File: src/rtl/line_scaler_pkg.sv
// Shared constants, state encoding and index saturation for the line scaler.
package line_scaler_pkg;

  localparam int LINE_WIDTH    = 640;
  localparam int LINEBUF_DEPTH = 768;
  localparam int HSCALE_UNITY  = 128;
  localparam int PIPE_DEPTH    = 2;
  localparam int ACC_W         = 17;
  localparam int FRAC_W        = 7;
  localparam int IDX_W         = ACC_W - FRAC_W;

  typedef enum logic [1:0] {
    ST_IDLE   = 2'd0,
    ST_ACTIVE = 2'd1,
    ST_FLUSH  = 2'd2
  } state_e;

  function automatic logic [IDX_W-1:0] sat_idx(input logic [IDX_W-1:0] raw);
    if (raw > IDX_W'(LINEBUF_DEPTH - 1)) return IDX_W'(LINEBUF_DEPTH - 1);
    return raw;
  endfunction

endpackage

File: src/rtl/line_scaler_accum.sv
// 10.7 source-position accumulator; sticks at full scale instead of wrapping,
// and its integer part is clamped to the line buffer depth.
module line_scaler_accum
  import line_scaler_pkg::*;
(
  input  logic             clk,
  input  logic             rst_n,
  input  logic             clear_i,
  input  logic             adv_i,
  input  logic [7:0]       step_i,
  output logic [IDX_W-1:0] idx_o
);

  logic [ACC_W-1:0] acc_q, acc_d;
  logic [ACC_W:0]   sum;

  assign sum = {1'b0, acc_q} + {{(ACC_W - 7){1'b0}}, step_i};

  always_comb begin
    acc_d = acc_q;
    if (clear_i)    acc_d = '0;
    else if (adv_i) acc_d = sum[ACC_W] ? '1 : sum[ACC_W-1:0];
  end

  always_ff @(posedge clk or negedge rst_n) begin
    if (!rst_n) acc_q <= '0;
    else        acc_q <= acc_d;
  end

  assign idx_o = sat_idx(acc_q[ACC_W-1:FRAC_W]);

endmodule

File: src/rtl/line_scaler.sv
// Horizontal line scaler: FSM, line buffer addressing and 2-stage output pipe.
// Define LINE_SCALER_BORDER_EN to enable the [hstart, hstop) window with border fill.
module line_scaler
  import line_scaler_pkg::*;
(
  input  logic       clk,
  input  logic       rst_n,
  input  logic       line_start,
  input  logic [7:0] hscale,
  input  logic [9:0] hstart,
  input  logic [9:0] hstop,
  input  logic [7:0] border_color,
  output logic [9:0] composer_rd_idx,
  input  logic [7:0] composer_rd_data,
  output logic [7:0] pixel_out,
  output logic       pixel_valid,
  output logic       line_done
);

  state_e          state_q, state_d;
  logic [9:0]      x_q, x_d;
  logic [1:0]      fl_cnt_q, fl_cnt_d;
  logic [7:0]      hscale_q;
  logic [PIPE_DEPTH-1:0] vld_pipe_q, last_pipe_q;
  logic [7:0]      pix_q;
  logic [9:0]      acc_idx;
  logic            issue, last_issue, in_win;

  assign issue      = (state_q == ST_ACTIVE);
  assign last_issue = issue && (x_q == 10'(LINE_WIDTH - 1));

`ifdef LINE_SCALER_BORDER_EN
  logic [9:0] hstart_q, hstop_q;
  logic       bord_q;

  assign in_win = (x_q >= hstart_q) && (x_q < hstop_q);

  always_ff @(posedge clk or negedge rst_n) begin
    if (!rst_n) begin
      hstart_q <= '0;
      hstop_q  <= '0;
      bord_q   <= 1'b0;
    end else begin
      if (line_start) begin
        hstart_q <= hstart;
        hstop_q  <= hstop;
      end
      bord_q <= !in_win;
    end
  end
`else
  logic unused_cfg;
  assign unused_cfg = ^{hstart, hstop, border_color};
  assign in_win     = 1'b1;
`endif

  line_scaler_accum u_accum (
    .clk     (clk),
    .rst_n   (rst_n),
    .clear_i (line_start),
    .adv_i   (issue && in_win),
    .step_i  (hscale_q),
    .idx_o   (acc_idx)
  );

  assign composer_rd_idx = issue ? acc_idx : '0;

  always_comb begin
    state_d  = state_q;
    x_d      = x_q;
    fl_cnt_d = fl_cnt_q;
    case (state_q)
      ST_ACTIVE: begin
        x_d = x_q + 10'd1;
        if (last_issue) begin
          state_d  = ST_FLUSH;
          fl_cnt_d = '0;
        end
      end
      ST_FLUSH: begin
        fl_cnt_d = fl_cnt_q + 2'd1;
        if (fl_cnt_q == 2'(PIPE_DEPTH - 1)) state_d = ST_IDLE;
      end
      default: ;
    endcase
    // A new line_start restarts from any state, aborting whatever is in flight.
    if (line_start) begin
      state_d = ST_ACTIVE;
      x_d     = '0;
    end
  end

  always_ff @(posedge clk or negedge rst_n) begin
    if (!rst_n) begin
      state_q  <= ST_IDLE;
      x_q      <= '0;
      fl_cnt_q <= '0;
      hscale_q <= '0;
    end else begin
      state_q  <= state_d;
      x_q      <= x_d;
      fl_cnt_q <= fl_cnt_d;
      if (line_start) hscale_q <= hscale;
    end
  end

  always_ff @(posedge clk or negedge rst_n) begin
    if (!rst_n) begin
      vld_pipe_q  <= '0;
      last_pipe_q <= '0;
      pix_q       <= '0;
    end else begin
      if (line_start) begin
        vld_pipe_q  <= '0;
        last_pipe_q <= '0;
      end else begin
        vld_pipe_q  <= {vld_pipe_q[PIPE_DEPTH-2:0], issue};
        last_pipe_q <= {last_pipe_q[PIPE_DEPTH-2:0], last_issue};
      end
`ifdef LINE_SCALER_BORDER_EN
      if (vld_pipe_q[0]) pix_q <= bord_q ? border_color : composer_rd_data;
`else
      if (vld_pipe_q[0]) pix_q <= composer_rd_data;
`endif
    end
  end

  assign pixel_out   = pix_q;
  assign pixel_valid = vld_pipe_q[PIPE_DEPTH-1];
  assign line_done   = last_pipe_q[PIPE_DEPTH-1];

endmodule

File: config.mk
export PLATFORM = sky130hd
export DESIGN_NAME = line_scaler
export DESIGN_NICKNAME = d
export VERILOG_FILES = /design/src/rtl/line_scaler_pkg.sv /design/src/rtl/line_scaler_accum.sv /design/src/rtl/line_scaler.sv
export SDC_FILE = /design/constraint.sdc
export NUM_CORES = 1
export LEC_CHECK = 0
export BUFFER_PORTS_ARGS = -buffer_cell sky130_fd_sc_hd__buf_2
export CORE_UTILIZATION = 45
export CTS_BUF_LIST = sky130_fd_sc_hd__clkbuf_2 sky130_fd_sc_hd__clkbuf_4 sky130_fd_sc_hd__clkbuf_8
export CTS_CLUSTER_SIZE = 30
export DETAILED_ROUTE_END_ITERATION = 16
export HOLD_SLACK_MARGIN = 0.12
export PLACE_DENSITY = 0.72
export RECOVER_POWER = 50
export SYNTH_ARGS = -nofsm -noshare
export SYNTH_HDL_FRONTEND = slang
export SYNTH_SLANG_ARGS = --single-unit
File: constraint.sdc
create_clock -name clk -period 1.8 [get_ports clk]
set_input_delay 0 -clock clk [delete_from_list [all_inputs] [get_ports clk]]
set_output_delay 0 -clock clk [all_outputs]
set_load 0.02 [all_outputs]
**Word-level counts from Yosys, hierarchy flattened**

Index checks and enable logic that the tools add are counted.

- Add/subtract/negate cells: 3
- Order comparisons: 1
- Eq/ne operators: 7
- Multiplexer cells: 17
- Reduce and logical (&&, ||, !) cells: 6

Operator list:

| cell | count |
|---|---|
| $mux W17 | 3 |
| $mux W10 | 5 |
| $add A17 B8 Y18 | 1 |
| $mux W2 | 6 |
| $add A10 B1 Y10 const B | 1 |
| $eq A10 B10 Y1 const B | 1 |
| $gt A10 B10 Y1 const B | 1 |
| $pmux W2 S2 | 2 |
| $eq A2 B1 Y1 const B | 2 |
| $reduce_bool A2 Y1 | 2 |
| $ne A3 B2 Y1 const B | 1 |
| $ne A3 B3 Y1 const B | 1 |
| $reduce_and A3 Y1 | 1 |
| $reduce_bool A3 Y1 | 1 |
| $add A2 B1 Y2 const B | 1 |
| $eq A2 B2 Y1 const B | 1 |
| $ne A2 B1 Y1 const B | 1 |
| $reduce_and A2 Y1 | 1 |
| $logic_and A1 B1 Y1 | 1 |
| $mux W1 | 1 |

- Register bits after elaboration: 51
- Bits of input ports: 47
- Word-level logic and storage cells: 42

**Longest topological paths before layout**

Gate-level depths: netlist of the first run.

- Word-level depth: 5
- Depth in mapped cells: 9
- Depth with buffers taken out: 8

**By module**

Synthesis of the first run repeated with hierarchy kept, for this count alone.

- Cells, all modules: 257
- Area total of the unflattened synthesis: 2736.4 um^2

By module, submodules not included:

| module | times used | cells each | area each (um^2) | sequential area each (um^2) |
|---|---|---|---|---|
| line_scaler | 1 | 125 | 1496.4 | 850.8 |
| line_scaler_accum | 1 | 132 | 1239.9 | 425.4 |

**Worst setup path before layout of the first run**

Ideal clock, no wire load.

- Path kind: register -> register
- From: register hscale_q[1]
- To: register u_accum.acc_q[7]
- Library setup time: 0.134 ns
- Data arrival time: 1.875 ns
- Path slack: -0.209 ns
- Cell stages (with the launch flop): 9
- Path buffers: 1
- Clock period less this slack: 2.009 ns
- Cells stage by stage: dfrtp_1 ha_1 a21oi_1 nor2b_1 a311o_1 a31oi_1 buf_6 and4_4 nor3_2

- Cells in the longest elaborated chain, start to end: 4

Ends and longest elaborated chain:

| what | RTL line | text |
|---|---|---|
| start, declared | line_scaler.sv:23 | `logic [7:0] hscale_q;` |
| start signal, assigned | line_scaler.sv:103 | `if (line_start) hscale_q <= hscale;` |
| $add A17 B8 Y18 | line_scaler_accum.sv:17 | `assign sum = {1'b0, acc_q} + {{(ACC_W - 7){1'b0}}, step_i};` |
| $mux W17 (2 in a row) | line_scaler_accum.sv:22 | `else if (adv_i) acc_d = sum[ACC_W] ? '1 : sum[ACC_W-1:0];` |
| $mux W17 | line_scaler_accum.sv:21 | `if (clear_i) acc_d = '0;` |
| end signal, assigned | line_scaler_accum.sv:26 | `if (!rst_n) acc_q <= '0;` |
| end signal, assigned | line_scaler_accum.sv:27 | `else acc_q <= acc_d;` |
| end, declared | line_scaler_accum.sv:14 | `logic [ACC_W-1:0] acc_q, acc_d;` |

No other way between the ends. The select of a mux whose other input is x is not followed.
A chain may end at the register's enable or synchronous reset.

**Worst setup path after layout of the first run**

- From: register u_accum.acc_q[2]
- To: register u_accum.acc_q[3]

- Cells in the longest elaborated chain, start to end: 4

Ends and longest elaborated chain:

| what | RTL line |
|---|---|
| $add A17 B8 Y18 | line_scaler_accum.sv:17 |
| $mux W17 (2 in a row) | line_scaler_accum.sv:22 |
| $mux W17 | line_scaler_accum.sv:21 |

No other way between the ends. The select of a mux whose other input is x is not followed.

==> results of run 1 <==
==> worst max-delay path by stage <==
stage | from | to | slack, ns | depth (start not counted)
after global routing | hscale_q[1] | u_accum.acc_q[3] | -0.29 | 8
after global placement | hscale_q[0] | u_accum.acc_q[12] | -0.18 | 8
final | u_accum.acc_q[2] | u_accum.acc_q[3] | -0.22 | 7
after CTS | u_accum.acc_q[1] | u_accum.acc_q[12] | -0.20 | 8
after detailed placement | hscale_q[0] | u_accum.acc_q[12] | -0.27 | 8
after floorplan | hscale_q[1] | u_accum.acc_q[7] | -0.15 | 8
==> worst max-delay path, stage by stage, from the launching register on <==
cell and delay (ns):
dfrtp_1 0.42, ha_4 0.30, nor2b_1 0.21, a311o_1 0.32, a31oi_1 0.11, buf_4 0.17
buf_6 0.14, a311oi_2 0.26
==> per-layer routing <==
| metal | share of wire (%) | up-vias | GRT usage, % |
|---|---|---|---|
| met1 | 47 | 1050 | 25.8 |
| met5 | 0 | - | 0 |
| met2 | 49 | 40 | 35.5 |
| li1 | - | 1102 | - |
| met4 | 1.2 | 0 | 6.36 |
| met3 | 2.6 | 6 | 3.45 |
==> cell type report <==
cell class	count	area [sq um]
Sequential cell	51	1280
Inverter	3	11.3
Multi-Input combinational cell	193	1470
Clock inverter	3	47.5
Clock buffer	5	68.8
Tap cell	72	90.1
Fill cell	441	1980
Timing Repair Buffer	96	673
==> through the flow <==
step	setup TNS (ns)	hold WS, ns
after floorplan	-0.666	-0.296
after global placement	-1.89	0.0000857
after detailed placement	-2.83	0.0110
after CTS	-2.58	0.204
after global routing	-7.71	0.239
final	-2.53	0.217
==> timing repair <==
item                       in CTS  in global routing
hold endpoints to repair       67                  0
cloned                          0                  0
buffers inserted                4                  4
setup endpoints to repair      17                 17
resized for setup              13                 15
pin swaps                      18                 15
hold buffers                   17                  0
==> flip-flops by register name, indices dropped and copies added (netlist names) <==
signal,count
last_pipe_q,2
vld_pipe_q,2
state_q,2
pixel_out,8
u_accum.acc_q,17
x_q,10
fl_cnt_q,2
hscale_q,8
==> power breakdown <==
group / internal [mW] / leakage (nW) / switching (mW)
logic: 0.855 / 0.993 / 0.728
registers: 1.27 / 0.654 / 0.117
clock network: 0.422 / 0.0587 / 0.402
total: 2.55 / 1.71 / 1.25
==> cell usage in the layout, fill, tap and decap left out, types with 3 or more instances in the layout <==
master	instances
nor3_2	3
xnor2_1	4
nor2_1	48
ha_1	5
inv_1	3
dfrtp_1	51
nand2_1	13
a311oi_2	6
nor2b_1	6
xor2_1	9
o21ai_0	4
a31oi_1	5
a21oi_2	7
mux2_2	16
dlygate4sd3_1	17
and2_1	3
clkbuf_8	5
buf_2	36
buf_4	38
a211oi_2	3
ha_4	4
nand4_1	4
a21oi_1	6
nand3_1	9
nand2b_1	3
==> cell families (layout without fill, tap and decap cells) <==
logic type	after synthesis	in the layout	share of synthesized area (%)
AO/OA/AOI/OAI	47	47	12.5
XOR/XNOR	13	13	4.28
adder cells (fa/ha/maj)	11	11	5.46
buffers and inverters	19	107	3.06
flip-flops	51	51	48.0
multiplexers	17	17	7.16
AND/OR/NAND/NOR	105	105	19.5
==> run metrics, run 1 <==
Layout Nets=408; clock-pin slew on the worst setup and hold paths=0.10 ns; r2r startpoint=u_accum.acc_q[2]; Syn Inst Count=263; worst slack, placed=-0.270 ns; Fin Clk Skew=0.00897 ns; slack of the critical path=-0.218 ns; Max VDD drop=0.531 mV; Tot Pwr=3.80 mW; PwrDens=1050 nW/um^2; first-pass GRT wire length=9850 um; hold path depth=2; worst reg2reg setup slack=-0.22 ns; Die ar.=6220 sq um; initial core utilization=47.4%; initial antenna violation count=0; antenna cells=0; initial detailed-routing violation count=55; Remaining DRCs=0; post-DR vias/cell=5.20; Die W=78.9 um; Synth Area per Inst=10.1 sq um; crit path DAT=2.23 ns; CP Capture Type=register; Area Overhead vs Synth=36.7%; sequential fraction of the synthesis area=48.0%; Critical Path RT=2.01 ns; Setup Viol. Count Final=17; Hold Crit Class=primary input to register; worst reg2reg path endpoint=u_accum.acc_q[3]; final instance area=3630 sq um; CORE AREA=5610 sq um; dpl cell area=3160 sq um; number of synthesis warnings=0; Synth area leaders=dfrtp_1 48%, mux2_2 6.8%, nor2_1 6.8%; RSZ-0062 raised after global routing=true; vias in the first global route=2204; largest net degree at the start of global routing=32; Die Y=78.9 um; Cell variety after synth=48; Final Hold Viols=0; total grt overflow=0; worst setup path class=register to register; number of cells on the worst reg-to-reg path=7; CTS Buf Count=5; Post-Syn Nets=321; Clock Path Buffers=2; relative slew slack=18.5%; CP Launch Type=register; CTS tree=done; overall global routing resource usage=20.4%; cell row count=27; Tmin final=2.02 ns; share of cells above drive strength 1=38.7%; top cell type by total area after synthesis=dfrtp_1; count of pins over their slew limit=0; Post-Place Cells=390; count leader, synth=dfrtp_1; top cell type's share of synthesized area=48.0%; DP HPWL=3990 um; Hold Path Origin=line_start; wirelength, routed=6010 um; Leakage Power=1.71 nW; ANT nets after route=0; Final Cycle Share=112%; top_reg_cell synth=dfrtp_1; WL/cell=14.2 um; Post-Syn Area=2660 sq um; DR pass1 iterations=4; Clock Sinks=51; Clock Tree Root=clkbuf_8; max_cap viols=0; peak fanout along the critical path=6; final RePlAce weighted congestion=0.812; Core Util, Final=64.8%; fraction of registers with async set/reset=100%; outcome=finished, violations left; H-Tree Level Count=2; routed vias=2198; worst slew pin tran=1.22 ns; f_max=496 MHz; failing checks=negative setup slack; Hold Path Sink=x_q[7]; Post-synth EDFFs=0; clock latency at the later pin of the worst-skew pair=0.31 ns; Top-Level Pins=67; flops & latches, synth=51; post-route insts no fill=423; top post-synthesis cells by count=51 x dfrtp_1, 48 x nor2_1, 16 x mux2_2, 14 x nand2_1; IO Port Bufs=38
(Power assumes the default switching activity.)
==> run 2: changes to the inputs <==
SYNTH_HIERARCHICAL = 1   (was not set)
==> run 2 against run 1 <==
  * The run still ends with negative setup slack left
  * Combinational power hardly changed
  * Largest power group unchanged
  * Register-to-register slack worse by 0.06 ns
  * Sequential power hardly changed
  * Critical path type unchanged
  * Sequential cell count stayed put
  * Hold slack got worse by 0.0023 ns
==> run metrics, run 2 <==
sequential fraction of the synthesis area=46.6%; Cell variety after synth=55; max FFs per register=17; most common cell after layout, fill and taps aside=dfrtp_1; PwrDens=1010 nW/um^2; max_cap viols=0; Core Util, Final=62.2%; antenna cells=0; Hold Crit Class=primary input to register; Hold Path Sink=x_q[4]; first-pass GRT wire length=9540 um; worst setup path class=register to register; Layout Nets=392; CP peak stage delay=0.39 ns; Logic pwr share=43.4%; Remaining DRCs=0; Top Registers=u_accum/acc_q: 17 flops, x_q: 10 flops; initial core utilization=46.5%; Die Y=80.0 um; failing checks=negative setup slack; outcome=finished, violations left; WL/cell=14.3 um; CTS Buf Count=5; top post-synthesis cells by count=51 x dfrtp_1, 20 x nor2_1, 17 x mux2_2, 16 x a21oi_1, 12 x and2_1; share of cells above drive strength 1=38.0%; Synth Area per Inst=10.6 sq um; clock latency at the later pin of the worst-skew pair=0.30 ns; Post-Syn Area=2740 sq um; worst-path cell with the longest stage delay=dfrtp_1; Internal Power=2.45 mW; clock-pin slew on the worst setup and hold paths=0.10 ns; final instance area=3660 sq um; Tot Pwr=3.69 mW; ANT nets after route=0; Critical Path RT=2.01 ns; Final Hold Viols=0; sw power=1.24 mW; Clock Sinks=51; DP HPWL=3820 um; hold path depth=2; Seq pwr share=37.9%; Die W=80.0 um; crit path DAT=2.29 ns; Post-Syn Nets=315; post-route insts no fill=409; CP Launch Type=register; post-DR vias/cell=5.40; Leakage Power=1.63 nW; final RePlAce weighted congestion=0.813; CTS tree=done; Final Cycle Share=116%; cell row count=28; fraction of registers with async set/reset=100%; RSZ-0062 raised after global routing=true; initial antenna violation count=0; CORE AREA=5890 sq um; total grt overflow=0; Area Overhead vs Synth=33.7%; number of synthesis warnings=6; Top-Level Pins=67; dpl cell area=3160 sq um; worst reg2reg path endpoint=u_accum/acc_q[16]; largest net degree at the start of global routing=30; DR pass1 iterations=4; Clock Tree Root=clkbuf_8; top_reg_cell synth=dfrtp_1; flops & latches, synth=51; slack of the critical path=-0.281 ns; crit path cell chain=ha_2 -> fa_2 -> a211oi_2 -> o21ai_2 -> o211a_4 -> and4_1 -> a211oi_2; Syn Inst Count=257; switch share=33.7%; count leader, synth=dfrtp_1; count of pins over their slew limit=0; Top reg by flops=u_accum/acc_q; f_max=480 MHz; Hold Path Origin=line_start; r2r startpoint=u_accum/acc_q[0]; relative slew slack=10.8%; Max VDD drop=0.874 mV; Tmin final=2.08 ns; Synth area leaders=dfrtp_1 47%, mux2_2 7.0%, ha_1 4.6%; worst slew pin tran=1.34 ns; overall global routing resource usage=19.0%; number of cells on the worst reg-to-reg path=7; Post-synth EDFFs=0; peak fanout along the critical path=5; Post-Place Cells=379; clock share of power=18.7%; Setup Viol. Count Final=17; Hold WS=0.215 ns; Die ar.=6400 sq um; H-Tree Level Count=2; CP Capture Type=register; most frequent cells in the layout=51 x dfrtp_1, 37 x buf_2, 25 x buf_4, 18 x nor2_1; vias in the first global route=2137; wirelength, routed=5850 um; IO Port Bufs=38; Clock Path Buffers=2; top cell type by total area after synthesis=dfrtp_1; top cell type's share of synthesized area=46.6%; worst reg2reg setup slack=-0.28 ns; routed vias=2208; initial detailed-routing violation count=46; Fin Clk Skew=0.0126 ns; cell mode on critical path=a211oi_2
## run 2: power by group through the flow
stage | clock network, mW | registers [mW] | logic, mW
global placement | 0 | 1.38 | 1.21
global route | 0.750 | 1.42 | 1.75
CTS | 0.710 | 1.40 | 1.51
floorplan | 0 | 1.39 | 0.777
detailed placement | 0 | 1.39 | 1.23
finish | 0.688 | 1.40 | 1.60
## run 2: area by class of cell
type                       count  area (sq um)
multi-input combinational    186          1580
clock inverter                 1          8.76
fill                         487          2230
clock buffer                   6          82.6
timing repair buffer          83           589
tap                           75          93.8
inverter                       7          26.3
sequential                    51          1280
## run 2: metal layers
metal	wire [um]	track usage, %	part of all wire [%]	vias to the layer above
li1	-	-	-	1091
met1	2680	22.9	46	1084
met2	3010	34.6	51	31
met3	149	4.69	2.5	2
met4	10	2.68	0.17	0
met5	0	0	0	-
## run 2: metrics by stage
stage          worst slack [ns]  setup TNS [ns]
2_1_floorplan            -0.206          -0.742
3_3_place_gp             -0.263           -2.04
3_5_place_dp             -0.284           -3.08
4_1_cts                  -0.241           -2.08
5_1_grt                  -0.352           -4.00
6_report                 -0.281           -2.25
## run 2: worst max-delay path by stage
| stage | start | to | slack (ns) | cells after the start |
|---|---|---|---|---|
| 2_1_floorplan | u_accum/acc_q[0] | u_accum/acc_q[12] | -0.21 | 7 |
| 3_3_place_gp | u_accum/acc_q[0] | u_accum/acc_q[12] | -0.26 | 7 |
| 3_5_place_dp | u_accum/acc_q[0] | u_accum/acc_q[12] | -0.28 | 7 |
| 4_1_cts | u_accum/acc_q[0] | u_accum/acc_q[16] | -0.24 | 7 |
| 5_1_grt | u_accum/acc_q[0] | u_accum/acc_q[16] | -0.35 | 7 |
| 6_report | u_accum/acc_q[0] | u_accum/acc_q[16] | -0.28 | 7 |
## run 2: kinds of logic after synthesis
logic type,share of synthesized area (%)
XOR/XNOR,2.56
multiplexers,7.36
AO/OA/AOI/OAI,17.8
buffers and inverters,3.02
AND/OR/NAND/NOR,17.3
flip-flops,46.6
adder cells (fa/ha/maj),5.30
## run 2: what timing repair did
item,4_1_cts,5_1_grt
gates resized for setup,22,6
pin swaps,14,6
hold buffers,17,0
endpoints found under the setup margin,17,24
gates cloned,0,0
hold endpoints to repair,67,0
setup buffers,6,1
## run 2: critical path, delay by kind of cell, from the launching register on
kind | cells | cell delay [ns]
AOI/OAI and AO/OA | 4 | 0.84
adders and majority gates | 2 | 0.55
DFF | 1 | 0.39
and+or+nand+nor | 1 | 0.21
==> run 3: changes to the inputs <==
PLACE_DENSITY = 0.79   (was 0.72)
==> run 3 against run 2 <==
  * The flow finishes with violations (max-capacitance violations, max-slew violations, negative setup slack)
  * Hold slack gained 0.22 ns
  * First-iteration DRC count rose by 120%
  * Die area unchanged
  * Core utilization rose by 3.2 points
  * Critical path type unchanged
  * Critical path depth up 1
  * Cell area rose by 5.1%
==> run metrics, run 3 (synthesized netlist as in run 2, its figures left out) <==
CORE AREA=5890 sq um; Clock Sinks=51; initial antenna violation count=0; switch share=35.7%; crit path cell chain=ha_4 -> buf_4 -> o211ai_1 -> o21ai_2 -> buf_4 -> a31oi_4 -> buf_6 -> a2111oi_2; Max VDD drop=0.826 mV; Internal Power=2.55 mW; PwrDens=1030 nW/um^2; CP Launch Type=register; Top-Level Pins=67; slack of the critical path=-0.275 ns; Top reg by flops=u_accum/acc_q; dpl cell area=3170 sq um; initial detailed-routing violation count=99; sw power=1.42 mW; fill cell count=428; final RePlAce weighted congestion=0.847; count of pins over their slew limit=28; Layout Nets=404; WL/cell=15.8 um; Critical Path RT=2.01 ns; Die ar.=6400 sq um; total grt overflow=0; Hold WS=0.439 ns; wirelength, routed=6650 um; Clock Path Buffers=2; crit path DAT=2.28 ns; Die Y=80.0 um; Logic pwr share=46.3%; post-DR vias/cell=5.67; Area Overhead vs Synth=40.6%; outcome=finished, violations left; initial core utilization=46.5%; Leakage Power=1.67 nW; Top Registers=u_accum/acc_q: 17 flops, x_q: 10 flops; failing checks=max-capacitance violations, max-slew violations, negative setup slack; Tot Pwr=3.97 mW; Seq pwr share=35.6%; CP Capture Type=register; cell mode on critical path=buf_4; antenna cells=0; worst setup path class=register to register; cell row count=28; clock-pin slew on the worst setup and hold paths=0.10 ns; Clock Tree Root=clkbuf_8; worst-path cell with the longest stage delay=dfrtp_1; worst slew pin tran=1.52 ns; Remaining DRCs=0; Setup TNS=-2.39 ns; Final Hold Viols=0; CTS Buf Count=5; max_cap viols=1; final instance area=3850 sq um; RSZ-0062 raised after global routing=true; Hold Crit Class=primary input to register; Setup Viol. Count Final=17; clock share of power=18.1%; first-pass GRT wire length=10400 um; largest delay contributor family on the critical path=compound AO/OA/AOI/OAI gates; ANT nets after route=0; most frequent cells in the layout=49 x dfrtp_1, 30 x buf_2, 28 x buf_4, 19 x dlygate4sd3_1; clock latency at the later pin of the worst-skew pair=0.32 ns; DR pass1 iterations=4; largest net degree at the start of global routing=28; max FFs per register=17; relative slew slack=-1.02%; Tmin final=2.07 ns; crit path buf inv count=3; routed vias=2392; share of cells above drive strength 1=41.2%; Fin Clk Skew=0.00557 ns; peak fanout along the critical path=4; most common cell after layout, fill and taps aside=dfrtp_1; overall global routing resource usage=21.3%; H-Tree Level Count=2; DP HPWL=3970 um; CTS tree=done; IO Port Bufs=38; Die W=80.0 um; vias in the first global route=2285; f_max=482 MHz; Final Cycle Share=115%; CP peak stage delay=0.43 ns
==> run 3: through the flow <==
step / worst slack [ns] / instances / utilization (%)
floorplan: -0.206 / 257 / -
global placement: -0.227 / 382 / 53.8
detailed placement: -0.286 / 382 / 53.8
CTS: -0.237 / 416 / 63.4
global route: -0.356 / 422 / 65.3
finish: -0.275 / 422 / 65.3
==> run 3: worst paths after layout <==
kind / slack (ns) / start / cells after the start / to
setup / recovery: -0.27 / u_accum/acc_q[5] / 8 / u_accum/acc_q[8]
min in group asynchronous: 0.57 / rst_n / 3 / x_q[8]
hold / removal: 0.44 / composer_rd_data[5] / 3 / pixel_out[5]
max in group asynchronous: 0.47 / rst_n / 3 / x_q[3]
hold reg to reg: 0.49 / last_pipe_q[0] / 1 / last_pipe_q[1]
setup reg to reg: -0.27 / u_accum/acc_q[5] / 8 / u_accum/acc_q[8]
==> run 3: layout make-up <==
type                       count  area, sq um  share of cell area (%)
clock inverter                 3         26.3                   0.683
tap                           75         93.8                    2.44
sequential                    51         1280                    33.2
clock buffer                   5         68.8                    1.79
timing repair buffer          95          671                    17.4
inverter                       7         26.3                   0.683
multi-input combinational    186         1680                    43.7
==> run 3: power groups by stage <==
stage,Combinational [mW],Sequential (mW),Clock [mW]
after floorplan,0.777,1.39,0
after global placement,1.19,1.38,0
after detailed placement,1.23,1.39,0
after CTS,1.60,1.41,0.742
after global routing,1.96,1.43,0.788
final,1.84,1.42,0.720
==> run 3: timing repair <==
action,4_1_cts,5_1_grt
endpoints found under the hold margin,67,0
endpoints found under the setup margin,17,24
pin swaps,23,20
resized for setup,36,17
hold buffers,19,0
buffers inserted,9,7
==> run 3: worst reg2reg max path: cells and delay by family, from the launching register on <==
kind / cells / cell delay (ns)
DFF: 1 / 0.43
adders and majority gates: 1 / 0.31
buffers and inverters: 3 / 0.42
AOI/OAI and AO/OA: 4 / 0.82
==> run 3: layer usage <==
layer	wire [um]	part of all wire (%)	global-route usage (%)
met2	3440	52	36.8
met3	256	3.9	3.54
met4	172	2.6	10.2
met5	0	0	0
met1	2780	42	25.6
